==> config.mk <==
export PLATFORM = sky130hd
export DESIGN_NAME = game_msg_sequencer
export DESIGN_NICKNAME = d
export VERILOG_FILES = /design/src/rtl/game_msg_sequencer.sv
export SDC_FILE = /design/constraint.sdc
export NUM_CORES = 1
export LEC_CHECK = 0
export BUFFER_PORTS_ARGS = -buffer_cell sky130_fd_sc_hd__buf_2
export CAP_MARGIN = 15
export CORE_ASPECT_RATIO = 0.75
export CORE_UTILIZATION = 39
export DETAILED_ROUTE_END_ITERATION = 16
export MAX_ROUTING_LAYER = met4
export PLACE_DENSITY = 0.62
export SYNTH_ARGS = -nofsm -noshare
export SYNTH_HDL_FRONTEND = slang
export SYNTH_SLANG_ARGS = --single-unit
export TNS_END_PERCENT = 100
==> constraint.sdc <==
create_clock -name clk -period 15 [get_ports clk]
set_input_delay 0.75 -clock clk [delete_from_list [all_inputs] [get_ports clk]]
set_output_delay 0.75 -clock clk [all_outputs]
set_load 0.01 [all_outputs]
==> src/rtl/game_msg_sequencer.sv <==
// game_msg_sequencer: queues outgoing game-control messages and emits them one
// at a time over a ctrl_en/ctrl_ack handshake with timeout and bounded resend.
// It also tracks whose turn it is and only transmits on this board's turn.
// STATE_RST_GAME messages are the exception and go out on any turn.
module game_msg_sequencer #(
   parameter int PLAYER      = 0,
   parameter int NUM_PLAYERS = 2,
   parameter int DEPTH       = 8,
   parameter int BX_W        = 5,
   parameter int TIMEOUT     = 1000,
   parameter int MAX_RETRY   = 3
) (
   input  logic                           clk,
   input  logic                           rst,
   input  logic                           interboard_rst,
   input  logic                           push,
   input  logic [3:0]                     push_msg_type,
   input  logic [BX_W-1:0]                push_block_x,
   input  logic [2:0]                     push_block_y,
   input  logic [5:0]                     push_card,
   input  logic [2:0]                     push_sel_len,
   input  logic                           push_move_dir,
   output logic                           full,
   output logic [$clog2(DEPTH):0]         count,
   output logic                           overflow,
   output logic                           ctrl_en,
   output logic [3:0]                     ctrl_msg_type,
   output logic [BX_W-1:0]                ctrl_block_x,
   output logic [2:0]                     ctrl_block_y,
   output logic [5:0]                     ctrl_card,
   output logic [2:0]                     ctrl_sel_len,
   output logic                           ctrl_move_dir,
   input  logic                           ctrl_ack,
   input  logic                           rx_turn,
   input  logic                           rx_rst_game,
   output logic [$clog2(NUM_PLAYERS)-1:0] turn_player,
   output logic                           transmit,
   output logic                           busy,
   output logic                           error
);

   localparam int AW  = $clog2(DEPTH);
   localparam int CW  = AW + 1;
   localparam int TW  = $clog2(NUM_PLAYERS);
   localparam int TOW = (TIMEOUT > 1) ? $clog2(TIMEOUT) : 1;
   localparam int RW  = (MAX_RETRY > 0) ? $clog2(MAX_RETRY + 1) : 1;

   localparam logic [3:0] MSG_TURN     = 4'd6;
   localparam logic [3:0] MSG_RST_GAME = 4'd8;

   typedef struct packed {
      logic [3:0]      msg_type;
      logic [BX_W-1:0] block_x;
      logic [2:0]      block_y;
      logic [5:0]      card;
      logic [2:0]      sel_len;
      logic            move_dir;
   } msg_t;

   typedef enum logic [1:0] {S_IDLE, S_SEND, S_WAIT_ACK, S_ERR} state_t;

   msg_t            mem [DEPTH];
   msg_t            push_data;
   msg_t            held;
   logic [AW-1:0]   rd_ptr, wr_ptr;
   logic [CW-1:0]   cnt;
   logic            overflow_q;
   state_t          state, state_nxt;
   logic            pop, push_ok, ack_take, retry_inc;
   logic [TOW-1:0]  timer;
   logic [RW-1:0]   retries;
   logic [TW-1:0]   turn, turn_inc;
   logic            turn_reset, turn_advance;

   assign push_data = {push_msg_type, push_block_x, push_block_y,
                       push_card, push_sel_len, push_move_dir};

   // A pop in the same cycle frees a slot, so a full FIFO still takes the push.
   assign push_ok  = push && ((cnt != CW'(DEPTH)) || pop);
   assign full     = (cnt == CW'(DEPTH));
   assign count    = cnt;
   assign overflow = overflow_q;

   assign transmit = (turn == TW'(PLAYER));
   assign turn_player = turn;
   assign turn_inc = (turn == TW'(NUM_PLAYERS - 1)) ? '0 : turn + TW'(1);

   assign ctrl_en       = (state == S_SEND);
   assign busy          = (state != S_IDLE);
   assign error         = (state == S_ERR);
   assign ctrl_msg_type = held.msg_type;
   assign ctrl_block_x  = held.block_x;
   assign ctrl_block_y  = held.block_y;
   assign ctrl_card     = held.card;
   assign ctrl_sel_len  = held.sel_len;
   assign ctrl_move_dir = held.move_dir;

   // Next-state logic and one-cycle control strobes of the send FSM.
   always_comb begin
      // NOTE: every output of this block gets a default first so no latch is inferred.
      state_nxt = state;
      pop       = 1'b0;
      ack_take  = 1'b0;
      retry_inc = 1'b0;
      case (state)
         S_IDLE: begin
            if ((cnt != '0) && (transmit || (mem[rd_ptr].msg_type == MSG_RST_GAME))) begin
               pop       = 1'b1;
               state_nxt = S_SEND;
            end
         end
         S_SEND: state_nxt = S_WAIT_ACK;
         S_WAIT_ACK: begin
            if (ctrl_ack) begin
               ack_take  = 1'b1;
               state_nxt = S_IDLE;
            end else if (timer == '0) begin
               if (retries == RW'(MAX_RETRY)) begin
                  state_nxt = S_ERR;
               end else begin
                  retry_inc = 1'b1;
                  state_nxt = S_SEND;
               end
            end
         end
         S_ERR:   state_nxt = S_ERR;
         default: state_nxt = S_IDLE;
      endcase
   end

   // FSM state register; ERR is left only through a reset.
   always_ff @(posedge clk or negedge rst) begin
      // NOTE: sequential state uses non-blocking assignments so all registers update together.
      if (!rst) begin
         state <= S_IDLE;
      end else if (interboard_rst) begin
         state <= S_IDLE;
      end else begin
         state <= state_nxt;
      end
   end

   // FIFO pointers, occupancy and sticky overflow flag.
   always_ff @(posedge clk or negedge rst) begin
      if (!rst) begin
         rd_ptr     <= '0;
         wr_ptr     <= '0;
         cnt        <= '0;
         overflow_q <= 1'b0;
      end else if (interboard_rst) begin
         rd_ptr     <= '0;
         wr_ptr     <= '0;
         cnt        <= '0;
         overflow_q <= 1'b0;
      end else begin
         if (push_ok) wr_ptr <= wr_ptr + AW'(1);
         if (pop)     rd_ptr <= rd_ptr + AW'(1);
         if (push_ok && !pop)      cnt <= cnt + CW'(1);
         else if (!push_ok && pop) cnt <= cnt - CW'(1);
         if (push && !push_ok) overflow_q <= 1'b1;
      end
   end

   // FIFO storage; contents are only meaningful between the pointers.
   always_ff @(posedge clk) begin
      // NOTE: the message array has no reset; emptying the FIFO is done by the pointers alone.
      if (push_ok) mem[wr_ptr] <= push_data;
   end

   // Held message, resend timer and retry counter for the message in flight.
   always_ff @(posedge clk or negedge rst) begin
      if (!rst) begin
         held    <= '0;
         timer   <= '0;
         retries <= '0;
      end else if (interboard_rst) begin
         held    <= '0;
         timer   <= '0;
         retries <= '0;
      end else begin
         if (pop) begin
            held    <= mem[rd_ptr];
            retries <= '0;
         end else if (retry_inc) begin
            retries <= retries + RW'(1);
         end
         if (state == S_SEND) begin
            timer <= TOW'(TIMEOUT - 1);
         end else if ((state == S_WAIT_ACK) && (timer != '0)) begin
            timer <= timer - TOW'(1);
         end
      end
   end

   // Turn tracking: game reset beats an advance; local and remote advances merge into one step.
   assign turn_reset   = rx_rst_game || (ack_take && (held.msg_type == MSG_RST_GAME));
   assign turn_advance = rx_turn || (ack_take && (held.msg_type == MSG_TURN));

   // Turn register.
   always_ff @(posedge clk or negedge rst) begin
      if (!rst) begin
         turn <= '0;
      end else if (interboard_rst) begin
         turn <= '0;
      end else if (turn_reset) begin
         turn <= '0;
      end else if (turn_advance) begin
         turn <= turn_inc;
      end
   end

endmodule

==> metrics.cfg, run 1 <==
[clock_network]
clkTransAtPathRegs_ns = 0.06
clockRootBuffer = clkbuf_16
cts_buffers = 22
worstSkewPairLatency_ns = 0.52
cts.sinks = 224
h-tree-depth = 1
tritoncts = yes
cts_setup_buffers = 0
ctsHoldBuffers = 0
cts_buffer_depth = 3
cts_resized = 0

[timing]
whs_ns = 0.368
setup_violations = 0
worstMarginPinSlew_ns = 1.09
period_share = 0.293
slew_headroom = 0.271
rsz0062_at_grt = false
drv_slew = 0
finalHoldViolCount = 0
fmax_mhz = 228
skew_ns = 0.0245
fin_tns_setup_ns = 0
fin_crit_ns = 4.39

[route]
drt-total-wl_mm = 18.1
wire_per_inst_um = 20.3
drc_errors = 0
via_per_inst = 5.35
vias = 4775
first_pass_iters = 4
first_iter_violations = 408
ant_nets = 0

[final_layout]
area_delta_synth_final_pct = 15.7
fin_area_um2 = 10400
final_common_cell = edfxtp_1
utilization = 0.466
final_cell_mix = edfxtp_1 (176), buf_2 (61), dfrtp_1 (46), mux4_2 (44), nor2_1 (43)
drive_above_1_share = 0.290
nets = 616
final_cells = 892

[global_route]
antenna_found_initial = 1
grtUsageTotal = 0.164
grt_pass1_vias = 4979
grt_pass1_wl_mm = 28.6
grt_max_degree = 53
overflow = 0

[floorplan]
die-area_um2 = 23700
boundaryPins = 62
rows = 47
die_w_um = 177
core_um2 = 22300
start_util = 0.403
die_y_um = 134

[setup_path]
cp.arrival_ns = 4.81
required_ns = 15.41
cp_max_fo = 31
worst_setup_path_end_kind = flop
crit_path_start_kind = flop
worst-setup-path-type = reg -> reg
reg2regPathDepth = 11

[synth]
ys_warn_count = 0
yosys_most_used_dff = edfxtp_1
ys_ff_latch = 224
synth_edf_count = 176
synthesis.nets = 543
async_reset_ff_frac = 0.214
synthDistinctLibCells = 49
syn-mean-instance-area_um2 = 17.8
syn_area_um2 = 9000
yosysSeqAreaShare = 0.721
syn-instance-count = 507

[placement]
port-buffer-count = 61
dp_hpwl_mm = 10.4
post-place-cells = 848
routabilityCongestion = 0.798
placed_area_um2 = 9690

[pwr]
ir_worst_vdd_mv = 0.101
powerDensity_nw_per_um2 = 170
leakage_nw = 3.63

[min_path]
hold_path.class = in -> async

[status]
status = finished clean

[job]
maxCapViolCount = 0

## flip-flops by register name, indices dropped and copies added, names as in the netlist
signal / cells
retries: 2
ctrl_card: 6
ctrl_block_x: 5
mem: 176
state: 2
count: 4
ctrl_msg_type: 4
overflow: 1
wr_ptr: 3
turn_player: 1
ctrl_sel_len: 3
rd_ptr: 3
timer: 10
ctrl_move_dir: 1
ctrl_block_y: 3
## final timing paths
path | start | to | slack [ns]
max reg2reg | rd_ptr[0]$_DFFE_PN0P_ | count[3]$_DFFE_PN0P_ | 10.61
min in group clk | rx_rst_game | turn_player$_DFFE_PN0P_ | 0.42
min reg2reg | timer[5]$_DFFE_PN0P_ | timer[5]$_DFFE_PN0P_ | 0.50
min | rst | ctrl_block_y[2]$_DFFE_PN0P_ | 0.37
max | rd_ptr[0]$_DFFE_PN0P_ | count[3]$_DFFE_PN0P_ | 10.61
max in group asynchronous | rst | rd_ptr[1]$_DFFE_PN0P_ | 14.13
## layer usage
metal / GRT usage / up-vias / routed length, um
met4: 0.0318 / 0 / 286
met2: 0.253 / 119 / 8470
met3: 0.0303 / 29 / 894
li1: - / 2155 / -
met5: - / - / 0
met1: 0.228 / 2472 / 8460
## power breakdown
part	leakage, nW	internal [W]	switching (W)
Clock	0.326	0.000284	0.000229
Sequential	2.23	0.000732	0.0000510
Combinational	1.07	0.000210	0.000264
Total	3.63	0.00123	0.000544
## cells in the mapped netlist (3+ instances only)
cell	n	area, um2
edfxtp_1	176	5290
dfrtp_1	48	1200
nor2_1	46	173
mux4_2	44	991
a211oi_1	21	158
mux2i_1	21	210
clkbuf_1	18	67.6
inv_1	13	48.8
nand2_1	13	48.8
nor3_1	12	60.1
a21oi_1	8	40.0
mux2_2	7	78.8
o21ai_0	7	35.0
ha_1	6	75.1
nor4_1	5	31.3
xnor2_1	5	43.8
a31oi_1	4	25.0
xor2_1	4	35.0
a21o_1	3	22.5
buf_1	3	11.3
buf_2	3	15.0
nand2b_1	3	18.8
nand3_1	3	15.0
## worst max-delay path, stage by stage (launching register included)
cell and delay (ns):
dfrtp_2 0.71, buf_4 0.62, mux4_2 0.57, mux2_2 0.31, o41a_4 0.43, o311ai_4 0.35, ha_1 0.30, a21o_1 0.17
a21o_1 0.17, nand2b_1 0.16, o41a_1 0.31, a31oi_1 0.17
## stage by stage
stage	setup slack [ns]	power, W
CTS	10.51	0.00177
global route	10.28	0.00187
finish	10.61	0.00177
floorplan	10.19	0.00112
detailed placement	10.55	0.00126
global placement	10.67	0.00124
## cells by family after synthesis
kind of cell / count (synthesis) / synth area share
flops: 224 / 0.721
fa+ha+maj: 7 / 0.0106
compound gates: 59 / 0.0498
xor+xnor: 9 / 0.00876
mux: 72 / 0.142
simple gates: 97 / 0.0506
buf+inv: 39 / 0.0175
## cell type report
type	count	area [um2]
Antenna cell	2	5.00
Multi-Input combinational cell	244	2390
Tap cell	294	368
Inverter	14	52.6
Fill cell	1915	11900
Clock buffer	31	604
Sequential cell	224	6490
Clock inverter	9	72.6
Timing Repair Buffer	74	435
(Power assumes the default switching activity.)
==> run 2: changes to the inputs <==
- PLACE_DENSITY: 0.62 -> 0.64
- clock period: 15 -> 3.73 ns (I/O delays scaled with it)
==> run 2 against run 1 <==
  * Count of clock-buffer cells in the layout is 1 higher
  * Utilization grew 1.9 points
  * Design area rose by 4.0%
  * Global-route usage is 0.30 points higher
  * Total power rose to 4.1 times the previous value
  * Routed wire length rose by 0.74%
  * Clock power grew to 4.3 times the previous value
  * Final cell count increased by 3.9%
==> metrics.cfg, run 2 (synthesis gave the netlist of run 1 again) <==
[clock_network]
cts_resized = 0  ; unchanged
cts_buffer_depth = 3  ; unchanged
h-tree-depth = 1  ; unchanged
tritoncts = yes
clkTransAtPathRegs_ns = 0.06  ; about the same
clockRootBuffer = clkbuf_16
cts.sinks = 224  ; unchanged
cts_buffers = 22  ; unchanged
worstSkewPairLatency_ns = 0.51  ; about the same

[pwr]
intPower_w = 0.00512  ; +320%
p_switching_w = 0.00218  ; +300%
pwr-share-seq = 0.430  ; -0.012
combPwrFrac = 0.264  ; -0.003
finalPower_w = 0.00729  ; +310%
swShare = 0.299  ; -0.00863
ir_worst_vdd_mv = 0.323  ; +220%
leakage_nw = 3.83  ; +5.4%
powerDensity_nw_per_um2 = 673  ; +300%
p_clk_frac = 0.305  ; +0.015

[final_layout]
n_antenna_cell = 0  ; -2
final_common_cell = edfxtp_1
area_delta_synth_final_pct = 20.4
nets = 653  ; +6.0%
largest_register_ffs = 176  ; unchanged
final_cell_mix = edfxtp_1 (176), buf_2 (61), dfrtp_1 (46), mux4_2 (44), nor2_1 (43)
nFillCells = 1933  ; +0.94%
drive_above_1_share = 0.297  ; +0.00673
largest_register = mem
fin_area_um2 = 10800  ; +4.0%
final_cells = 927  ; +3.9%
utilization = 0.485  ; +0.0186

[floorplan]
die_y_um = 134  ; unchanged
rows = 47  ; unchanged
boundaryPins = 62  ; unchanged
start_util = 0.403  ; unchanged
die_w_um = 177  ; unchanged
die-area_um2 = 23700  ; unchanged
core_um2 = 22300  ; unchanged

[setup_path]
worst-setup-path-type = reg -> reg
required_ns = 4.14  ; -11.27 ns
cp_num_buf_inv = 0  ; -1
cp_max_fo = 9  ; -71%
worst_setup_path_end_kind = flop
crit_path_start_kind = flop
crit_top_cell = a21o_1
max_stage_delay_ns = 0.56  ; -0.15 ns
slowest_stage = o41a_4
path_cells = mux4_2, mux2_2, o41a_4, o311ai_4, ha_1, a21o_1, a21o_1, nand2b_1, o41a_1, a31oi_1
critPathTopFamily = compound AO/OA/AOI/OAI gates
cp.arrival_ns = 4.00  ; -0.81 ns

[route]
via_per_inst = 5.34  ; -0.19%
first_pass_iters = 5  ; +1
wire_per_inst_um = 19.7  ; -3.1%
vias = 4953  ; +3.7%
drc_errors = 0  ; unchanged
drt-total-wl_mm = 18.2  ; +0.74%
ant_nets = 0  ; unchanged
first_iter_violations = 335  ; -18%

[placement]
placed_area_um2 = 9820  ; +1.4%
dp_hpwl_mm = 11.4  ; +9.0%
routabilityCongestion = 0.819  ; +2.6%
post-place-cells = 859  ; +1.3%
port-buffer-count = 61  ; unchanged

[timing]
fin_crit_ns = 3.58  ; -0.810 ns
whs_ns = 0.0408  ; -0.327 ns
rsz0062_at_grt = false
skew_ns = 0.0145  ; -0.00995 ns
slew_headroom = 0.272  ; about the same
fmax_mhz = 279  ; +23%
finalHoldViolCount = 0  ; unchanged
setup_violations = 0  ; unchanged
worstMarginPinSlew_ns = 1.09  ; -0.000224 ns
drv_slew = 0  ; unchanged
period_share = 0.961  ; +0.668

[global_route]
grt_pass1_vias = 5156  ; +3.6%
grtUsageTotal = 0.167  ; +0.00304
grt_max_degree = 53  ; unchanged
overflow = 0  ; unchanged
grt_pass1_wl_mm = 29.2  ; +1.9%
antenna_found_initial = 0  ; -1

[min_path]
hold_path.class = in -> reg

[job]
maxCapViolCount = 0  ; unchanged

[status]
status = finished clean

[run 2: cell count changes in the layout (fill, tap and decap cells not counted), moves of 2 or more]
| cell | before | now |
|---|---|---|
| bufinv_16 | 0 | 2 |
| clkbuf_8 | 2 | 4 |
| dlygate4sd3_1 | 0 | 26 |
| buf_12 | 1 | 3 |
| diode_2 | 2 | 0 |
| buf_4 | 11 | 21 |
| clkinv_1 | 3 | 0 |
[run 2: final cells by class]
class                   instances  area, um2  share of cell area
clock buffers                  32        628              0.0580
flip-flops and latches        224       6490               0.599
repair buffers                111        783              0.0723
multi-input cells             244       2410               0.222
clock inverters                 8        108             0.00993
well taps                     294        368              0.0340
inverters                      14       52.6             0.00485
[run 2: power by group through the flow]
stage / logic, W / registers, W / clock network (W)
4_1_cts: 0.00194 / 0.00314 / 0.00228
2_1_floorplan: 0.00136 / 0.00316 / 0
6_report: 0.00193 / 0.00314 / 0.00223
5_1_grt: 0.00214 / 0.00317 / 0.00238
3_3_place_gp: 0.00186 / 0.00317 / 0
3_5_place_dp: 0.00191 / 0.00319 / 0
[run 2: tightest hold or removal path, delay by kind of cell]
| family | cells | cell delay (ns) |
|---|---|---|
| AND/OR/NAND/NOR | 1 | 0.05 |
| buffers and inverters | 1 | 0.08 |
| AO/OA/AOI/OAI | 1 | 0.04 |
| XOR/XNOR | 1 | 0.14 |
[run 2: path summary, 6_finish.rpt]
kind                                             from                      end  slack [ns]  cells after the start
worst min-delay path                          rx_turn  turn_player$_DFFE_PN0P_        0.04                      4
max in group asynchronous                         rst    rd_ptr[0]$_DFFE_PN0P_        2.90                      3
worst max-delay path            rd_ptr[0]$_DFFE_PN0P_     count[3]$_DFFE_PN0P_        0.15                     10
worst min register to register   overflow$_DFFE_PN0P_     overflow$_DFFE_PN0P_        0.50                      2
min in group asynchronous                         rst     overflow$_DFFE_PN0P_        0.35                      3
worst max register to register  rd_ptr[0]$_DFFE_PN0P_     count[3]$_DFFE_PN0P_        0.15                     10
[run 2: through the flow]
stage                     setup WS [ns]  setup TNS, ns
after CTS                         0.111              0
final                             0.145              0
after floorplan                  -0.520         -37.79
after global placement            0.225              0
after detailed placement          0.125              0
after global routing            0.00317              0
[run 2: timing repair]
| item | CTS | global route |
|---|---|---|
| endpoints found under the hold margin | 226 | 0 |
| setup endpoints to repair | 0 | 1 |
| setup buffers | 0 | 2 |
| hold buffers | 26 | 0 |
[run 2: routing by layer]
layer | wire (um) | up-vias | track usage
met2 | 8420 | 146 | 0.254
met1 | 8500 | 2549 | 0.237
met4 | 303 | 0 | 0.0337
li1 | - | 2232 | -
met5 | 0 | - | -
met3 | 1020 | 26 | 0.0271
